File: config.mk
export PLATFORM = sky130hd
export DESIGN_NAME = ap_cam_sequencer
export DESIGN_NICKNAME = d
export VERILOG_FILES = /design/src/rtl/ap_ctrl_pkg.sv /design/src/rtl/ap_cam_sequencer.sv
export SDC_FILE = /design/constraint.sdc
export NUM_CORES = 1
export LEC_CHECK = 0
export BUFFER_PORTS_ARGS = -buffer_cell sky130_fd_sc_hd__buf_2
export CORE_ASPECT_RATIO = 2
export CORE_MARGIN = 5
export CORE_UTILIZATION = 40
export DETAILED_ROUTE_END_ITERATION = 10
export PLACE_DENSITY = 0.81
export SLEW_MARGIN = 10
export SYNTH_ARGS = -nofsm -noshare
export SYNTH_HDL_FRONTEND = slang
export SYNTH_SLANG_ARGS = --single-unit
File: constraint.sdc
create_clock -name clk -period 3.99 [get_ports clk]
set_input_delay 0.399 -clock clk [delete_from_list [all_inputs] [get_ports clk]]
set_output_delay 0.399 -clock clk [all_outputs]
set_load 0.05 [all_outputs]
File: src/rtl/ap_ctrl_pkg.sv
// Shared opcode, array-mode and FSM state encodings for the AP CAM sequencer.
package ap_ctrl_pkg;

  typedef enum logic [2:0] {
    OP_NOP    = 3'd0,
    OP_SEARCH = 3'd1,
    OP_TOGGLE = 3'd2,
    OP_WR_ROW = 3'd3,
    OP_WR_COL = 3'd4,
    OP_RD_ROW = 3'd5,
    OP_RD_COL = 3'd6,
    OP_COPY   = 3'd7
  } op_e;

  typedef enum logic [2:0] {
    MODE_IDLE    = 3'd0,
    MODE_ROWXROW = 3'd1,
    MODE_COLXCOL = 3'd2,
    MODE_COPY_B  = 3'd3,
    MODE_COPY_R  = 3'd4,
    MODE_COPY_A  = 3'd5
  } mode_e;

  typedef enum logic [1:0] {
    ST_IDLE = 2'd0,
    ST_EXEC = 2'd1,
    ST_WAIT = 2'd2,
    ST_RESP = 2'd3
  } state_e;

endpackage

File: src/rtl/ap_cam_sequencer.sv
// Command-level controller for one associative CAM array (cell_B).
// Optional feature macro: AP_TAG_CHAIN_EN (AND-accumulating chained search).
module ap_cam_sequencer
  import ap_ctrl_pkg::*;
#(
  parameter int DATA_WIDTH     = 8,
  parameter int DATA_DEPTH     = 16,
  parameter int ADDR_WIDTH_CAM = 8,
  parameter int RD_LAT         = 3
) (
  input  logic                      clk,
  input  logic                      rstIn,
  input  logic                      cmd_valid,
  output logic                      cmd_ready,
  input  logic [2:0]                cmd_op,
  input  logic [ADDR_WIDTH_CAM-1:0] cmd_addr,
  input  logic                      cmd_key,
  input  logic [DATA_WIDTH-1:0]     cmd_mask,
  input  logic                      cmd_chain,
  input  logic [DATA_WIDTH-1:0]     cmd_row,
  input  logic [DATA_DEPTH-1:0]     cmd_col,
  output logic                      rsp_valid,
  input  logic                      rsp_ready,
  output logic                      rsp_err,
  output logic [DATA_WIDTH-1:0]     rsp_row,
  output logic [DATA_DEPTH-1:0]     rsp_col,
  output logic [DATA_DEPTH-1:0]     rsp_tag,
  output logic [2:0]                cam_mode,
  output logic                      cam_rstIn,
  output logic                      cam_key,
  output logic [DATA_WIDTH-1:0]     cam_mask,
  output logic [DATA_DEPTH-1:0]     cam_tag,
  output logic [DATA_WIDTH-1:0]     cam_ip_row,
  output logic [DATA_DEPTH-1:0]     cam_ip_col,
  output logic [ADDR_WIDTH_CAM-1:0] cam_addr_in_row,
  output logic [ADDR_WIDTH_CAM-1:0] cam_addr_in_col,
  output logic [ADDR_WIDTH_CAM-1:0] cam_addr_out_row,
  output logic [ADDR_WIDTH_CAM-1:0] cam_addr_out_col,
  input  logic [DATA_DEPTH-1:0]     cam_tag_row,
  input  logic [DATA_WIDTH-1:0]     cam_q_out_row,
  input  logic [DATA_DEPTH-1:0]     cam_q_out_col
);

`ifdef AP_TAG_CHAIN_EN
  localparam logic CHAIN_EN = 1'b1;
`else
  localparam logic CHAIN_EN = 1'b0;
`endif

  localparam int CNT_W = (RD_LAT > 2) ? $clog2(RD_LAT) : 2;
  localparam logic [ADDR_WIDTH_CAM-1:0] DEPTH_A  = ADDR_WIDTH_CAM'(DATA_DEPTH);
  localparam logic [ADDR_WIDTH_CAM-1:0] WIDTH_A  = ADDR_WIDTH_CAM'(DATA_WIDTH);
  localparam logic [ADDR_WIDTH_CAM-1:0] ROW_PARK = ADDR_WIDTH_CAM'(DATA_DEPTH + 3);
  localparam logic [ADDR_WIDTH_CAM-1:0] COL_PARK = ADDR_WIDTH_CAM'(DATA_WIDTH + 3);

  state_e                    state_q, state_d;
  op_e                       op_q, op_d, cmd_op_e;
  logic                      chain_q, chain_d;
  logic [CNT_W-1:0]          cnt_q, cnt_d;
  logic [DATA_DEPTH-1:0]     tag_q, tag_d;
  logic                      rsp_valid_q, rsp_valid_d;
  logic                      rsp_err_q, rsp_err_d;
  logic [DATA_WIDTH-1:0]     rsp_row_q, rsp_row_d;
  logic [DATA_DEPTH-1:0]     rsp_col_q, rsp_col_d;
  mode_e                     mode_q, mode_d;
  logic                      crst_q, crst_d;
  logic                      key_q, key_d;
  logic [DATA_WIDTH-1:0]     mask_q, mask_d;
  logic [DATA_DEPTH-1:0]     ctag_q, ctag_d;
  logic [DATA_WIDTH-1:0]     iprow_q, iprow_d;
  logic [DATA_DEPTH-1:0]     ipcol_q, ipcol_d;
  logic [ADDR_WIDTH_CAM-1:0] ainr_q, ainr_d, ainc_q, ainc_d;
  logic [ADDR_WIDTH_CAM-1:0] aoutr_q, aoutr_d, aoutc_q, aoutc_d;
  logic                      park;
  logic                      is_read;

  // Next-state and next-output computation; array pins are registered so the
  // command's drive appears exactly in the EXEC cycle after the accept edge.
  always_comb begin
    state_d     = state_q;
    op_d        = op_q;
    chain_d     = chain_q;
    cnt_d       = cnt_q;
    tag_d       = tag_q;
    rsp_valid_d = rsp_valid_q;
    rsp_err_d   = rsp_err_q;
    rsp_row_d   = rsp_row_q;
    rsp_col_d   = rsp_col_q;
    mode_d      = mode_q;
    crst_d      = crst_q;
    key_d       = key_q;
    mask_d      = mask_q;
    ctag_d      = ctag_q;
    iprow_d     = iprow_q;
    ipcol_d     = ipcol_q;
    ainr_d      = ainr_q;
    ainc_d      = ainc_q;
    aoutr_d     = aoutr_q;
    aoutc_d     = aoutc_q;
    park        = 1'b0;
    cmd_op_e    = op_e'(cmd_op);
    is_read     = (op_q == OP_RD_ROW) || (op_q == OP_RD_COL);

    unique case (state_q)
      ST_IDLE: begin
        if (cmd_valid) begin
          op_d      = cmd_op_e;
          chain_d   = cmd_chain & CHAIN_EN;
          rsp_err_d = 1'b0;
          state_d   = ST_EXEC;
          unique case (cmd_op_e)
            OP_NOP: ;
            OP_SEARCH: begin
              key_d  = cmd_key;
              mask_d = cmd_mask;
            end
            OP_TOGGLE: begin
              mask_d = cmd_mask;
              ctag_d = tag_q;
            end
            OP_WR_ROW, OP_RD_ROW: begin
              if (cmd_addr >= DEPTH_A) begin
                state_d     = ST_RESP;
                rsp_err_d   = 1'b1;
                rsp_valid_d = 1'b1;
              end else begin
                mode_d = MODE_ROWXROW;
                if (cmd_op_e == OP_WR_ROW) begin
                  crst_d  = 1'b0;
                  ainr_d  = cmd_addr;
                  iprow_d = cmd_row;
                end else begin
                  aoutr_d = cmd_addr;
                  cnt_d   = CNT_W'(RD_LAT - 1);
                end
              end
            end
            OP_WR_COL, OP_RD_COL: begin
              if (cmd_addr >= WIDTH_A) begin
                state_d     = ST_RESP;
                rsp_err_d   = 1'b1;
                rsp_valid_d = 1'b1;
              end else begin
                mode_d = MODE_COLXCOL;
                if (cmd_op_e == OP_WR_COL) begin
                  crst_d  = 1'b0;
                  ainc_d  = cmd_addr;
                  ipcol_d = cmd_col;
                end else begin
                  aoutc_d = cmd_addr;
                  cnt_d   = CNT_W'(RD_LAT - 1);
                end
              end
            end
            OP_COPY: begin
              mode_d = cmd_key ? MODE_COPY_R : MODE_COPY_A;
              crst_d = 1'b0;
            end
            default: ;
          endcase
        end
      end
      ST_EXEC, ST_WAIT: begin
        // Reads hold mode/address for RD_LAT cycles; everything else is one cycle.
        if (is_read && (cnt_q != '0)) begin
          cnt_d   = cnt_q - CNT_W'(1);
          state_d = ST_WAIT;
        end else begin
          unique case (op_q)
            OP_SEARCH: tag_d = chain_q ? (tag_q & cam_tag_row) : cam_tag_row;
            OP_RD_ROW: rsp_row_d = cam_q_out_row;
            OP_RD_COL: rsp_col_d = cam_q_out_col;
            default: ;
          endcase
          park        = 1'b1;
          rsp_valid_d = 1'b1;
          state_d     = ST_RESP;
        end
      end
      ST_RESP: begin
        if (rsp_ready) begin
          rsp_valid_d = 1'b0;
          state_d     = ST_IDLE;
        end
      end
      default: state_d = ST_IDLE;
    endcase

    if (park) begin
      mode_d  = MODE_IDLE;
      crst_d  = 1'b1;
      key_d   = 1'b0;
      mask_d  = '0;
      ctag_d  = '0;
      iprow_d = '0;
      ipcol_d = '0;
      ainr_d  = ROW_PARK;
      ainc_d  = COL_PARK;
      aoutr_d = ROW_PARK;
      aoutc_d = COL_PARK;
    end
  end

  // State and registered outputs; reset restores the idle array drive at once.
  always_ff @(posedge clk or posedge rstIn) begin
    if (rstIn) begin
      state_q     <= ST_IDLE;
      op_q        <= OP_NOP;
      chain_q     <= 1'b0;
      cnt_q       <= '0;
      tag_q       <= '0;
      rsp_valid_q <= 1'b0;
      rsp_err_q   <= 1'b0;
      rsp_row_q   <= '0;
      rsp_col_q   <= '0;
      mode_q      <= MODE_IDLE;
      crst_q      <= 1'b1;
      key_q       <= 1'b0;
      mask_q      <= '0;
      ctag_q      <= '0;
      iprow_q     <= '0;
      ipcol_q     <= '0;
      ainr_q      <= ROW_PARK;
      ainc_q      <= COL_PARK;
      aoutr_q     <= ROW_PARK;
      aoutc_q     <= COL_PARK;
    end else begin
      state_q     <= state_d;
      op_q        <= op_d;
      chain_q     <= chain_d;
      cnt_q       <= cnt_d;
      tag_q       <= tag_d;
      rsp_valid_q <= rsp_valid_d;
      rsp_err_q   <= rsp_err_d;
      rsp_row_q   <= rsp_row_d;
      rsp_col_q   <= rsp_col_d;
      mode_q      <= mode_d;
      crst_q      <= crst_d;
      key_q       <= key_d;
      mask_q      <= mask_d;
      ctag_q      <= ctag_d;
      iprow_q     <= iprow_d;
      ipcol_q     <= ipcol_d;
      ainr_q      <= ainr_d;
      ainc_q      <= ainc_d;
      aoutr_q     <= aoutr_d;
      aoutc_q     <= aoutc_d;
    end
  end

  assign cmd_ready        = (state_q == ST_IDLE);
  assign rsp_valid        = rsp_valid_q;
  assign rsp_err          = rsp_err_q;
  assign rsp_row          = rsp_row_q;
  assign rsp_col          = rsp_col_q;
  assign rsp_tag          = tag_q;
  assign cam_mode         = mode_q;
  assign cam_rstIn        = crst_q;
  assign cam_key          = key_q;
  assign cam_mask         = mask_q;
  assign cam_tag          = ctag_q;
  assign cam_ip_row       = iprow_q;
  assign cam_ip_col       = ipcol_q;
  assign cam_addr_in_row  = ainr_q;
  assign cam_addr_in_col  = ainc_q;
  assign cam_addr_out_row = aoutr_q;
  assign cam_addr_out_col = aoutc_q;

endmodule

==> key figures <==
Finish
  • Multi-input logic area: between 1500 and 2000 µm²
  • Area growth syn-to-layout: 34.3%
  • Most common cell after layout, fill and taps aside: buf_2
  • Final cell count without fillers: 837
  • Commonest cells after routing, fill and taps aside: 215 x buf_2, 121 x dfrtp_1, 83 x nand2_1
  • NumNets Final: 760
  • Share of layout cells above drive strength 1: 0.417
  • Fillers: 1,208
  • FF+latch area: about 3400 µm²

STA
  • Period utilization: 0.662
  • Setup TNS: 0 ns
  • Final Hold Vio Count: 0
  • Max-slew headroom: 0.244
  • Peak Freq: 379 MHz
  • Slack of the critical path: 1.35 ns
  • Slew @ Worst Pin: 1.13 ns
  • Worst Skew: ~0.010 ns
  • Min Clock Period, post-route: approximately 2.6 ns
  • Final Max Slew Viols: 0
  • RSZ-0062 raised after global routing: no
  • # setup viols final: 0

Yosys
  • Area of the mapped netlist: 5370 µm²
  • Post-synth EDFFs: 0
  • Synth Instances: 455
  • Prevailing post-synth register cell: dfrtp_1
  • Seq/Total Area, Yosys: 0.627
  • Asr flop ratio synth: 1.00
  • Distinct cells, synth: 47
  • Syn Area/Cell: ~12 µm²
  • Seq cells post-synth: 134
  • Post-synth net total: 547
  • Yosys warns: 0

Placement
  • Pre-CTS setup slack: between 1 and 1.5 ns
  • I/O Buffers: 215
  • Post-DP HPWL: 10,400 µm
  • Inst Count DP: roughly 800
  • Final GP Congestion: 0.809

Global routing
  • Antenna violations before repair: 1
  • GRT Total Usage: 0.182
  • Global-route wire length before repair: 22,900 µm
  • Total gr overflow: 0
  • GRT met2 Usage: 0.329
  • Global Route met3 Usage: 0.0578
  • Grt met1 use: 0.193
  • GRT busiest layer: met2
  • Largest net degree at the start of global routing: 135
  • Vias in the first global route: about 4,500

Floorplanning
  • Total die area: 16,000 µm²
  • Core Footprint: between 10,000 and 15,000 µm²
  • Die Ht: 174 µm
  • Io pins: ~220
  • Die X: roughly 92 µm
  • Initial Util: 0.402
  • Site Rows: 60

Detailed routing
  • Aggregate routed wire length: 14,200 µm
  • Post-route DRC violation count: 0
  • Vias: between 4,000 and 5,000
  • TritonRoute pass-1 iters: 4
  • Final ANT Viol Nets: 0
  • DR iter-0 viols: 144
  • DR vias/cell: 5.06
  • WL/cell: 17.0 µm

Clock network
  • Post-CTS Hold Fix Bufs: 0
  • CTS tree: done
  • # Post-CTS Setup Buffers: 0
  • H-tree levels: 4
  • CTS clk-pin slew, worst paths: about 0.06 ns
  • TritonCTS buffer count: 17
  • Root buf cell: clkbuf_16
  • Clk_lat worst skew: 0.41 ns
  • # resized after CTS: 0
  • Max Buffers Root-to-Sink: 2
  • CTS sink cnt: ~130

Setup path
  • Worst Path Required: ~4.3 ns
  • WP data arrival: 2.92 ns
  • R2r setup slk: roughly 1.3 ns
  • Crit path launch type: register
  • CP max FO: 37
  • Setup CP Type: register to register
  • Crit. End Element: register

Run status
  • Status: complete, no violations

Power and ir drop
  • Cell Pwr Density: just under 800 nW/µm²
  • Pleak: 3.71 nW
  • Power Total: 5.55 mW
  • Net switching power: roughly 2.4 mW
  • Combinational share of power: 0.392
  • Flop pwr share: 0.324
  • Clk pwr share: 0.284
  • Peak VDD IR: 0.530 mV
  • Switching share of power: 0.435
  • P_int: 3.14 mW

Hold path
  • Tightest Hold Check Type: input pin to async pin

Flow run
  • Max-Cap Viols: 0
[critical path: stages, from the launching register on]
cell and delay (ns):
dfrtp_1 0.38, inv_1 0.05, ha_1 0.39, o21a_2 0.34, buf_4 0.43, nand4b_1 0.46, mux2_1 0.46
[layout make-up]
cell class / count / area share
inverter: 10 / 0.00555
clock buffer: 18 / 0.0595
clock inverter: 14 / 0.0232
multi-input combinational: 285 / 0.261
tap: 155 / 0.0269
sequential: 134 / 0.467
timing repair buffer: 220 / 0.156
antenna: 1 / 0.000347
[kinds of logic (layout without fill, tap and decap cells)]
kind of cell    count (synthesis)  count (layout)  synth area share
mux                            60              60             0.121
compound gates                 71              71            0.0881
xor+xnor                        1               1           0.00163
other cells                     0               1                 0
buf+inv                        36             262            0.0254
flops                         134             134             0.627
simple gates                  149             149             0.127
fa+ha+maj                       4               4           0.00885
[worst paths after layout]
path,startpoint,endpoint,depth (start not counted)
max in group asynchronous,rstIn,cam_key$_DFFE_PP0P_,3
max reg2reg,state_q[1]$_DFFE_PP0P_,rsp_row[7]$_DFFE_PP0P_,6
min,rstIn,cnt_q[1]$_DFFE_PP0P_,3
min in group clk,cam_tag_row[5],rsp_tag[5]$_DFFE_PP0P_,2
min reg2reg,cam_addr_in_row[4]$_DFFE_PP1P_,cam_addr_in_row[4]$_DFFE_PP1P_,2
max,state_q[1]$_DFFE_PP0P_,rsp_row[7]$_DFFE_PP0P_,6
[per-layer routing]
| layer | share of wire | wire, µm |
|---|---|---|
| met5 | 0 | 0 |
| met4 | 0.022 | 320 |
| met3 | 0.065 | 932 |
| met2 | 0.55 | 7880 |
| met1 | 0.36 | 5100 |
[sequential cells by signal, summed over array words and instances, names as in the netlist, 2 cells and up]
| register | flops |
|---|---|
| cam_tag | 16 |
| cam_addr_in_col | 8 |
| rsp_tag | 16 |
| cam_mask | 8 |
| op_q | 3 |
| cam_ip_row | 8 |
| cnt_q | 2 |
| state_q | 2 |
| cam_addr_out_row | 8 |
| cam_mode | 3 |
| rsp_row | 8 |
| cam_ip_col | 16 |
| rsp_col | 16 |
| cam_addr_out_col | 8 |
| cam_addr_in_row | 8 |
[per-stage QoR]
stage          hold slack (ns)  cell area [µm²]   util
6_report                 0.181             7220  0.540
5_1_grt                  0.180             7220  0.540
4_1_cts                  0.175             7210  0.540
3_5_place_dp             0.449             6620  0.495
3_3_place_gp             0.446             6620  0.495
2_1_floorplan            0.475             5370      -
[Yosys cell counts (3+ instances only)]
library cell,count,area [µm²]
mux2i_1,19,190
mux2_2,13,146
nand3_1,4,20.0
nand2b_1,5,31.3
nor2_1,21,78.8
dfrtp_1,121,3030
mux2_1,28,315
clkbuf_1,25,93.8
ha_1,3,37.5
nand2_1,83,312
or3_1,4,25.0
dfstp_2,13,342
a21oi_1,31,155
a22o_1,16,140
nor3_1,5,25.0
o21ai_1,3,15.0
inv_1,10,37.5
o21ai_0,4,20.0
and3_1,14,87.6
[power groups by stage]
stage          logic (mW)  registers (mW)  clock network, mW
6_report             2.18            1.80               1.57
5_1_grt              2.31            1.85               1.68
4_1_cts              2.19            1.80               1.62
3_5_place_dp         2.18            1.83                  0
3_3_place_gp         2.16            1.81                  0
2_1_floorplan       0.785            2.65                  0
No activity file was read; power rests on OpenSTA's default activity.
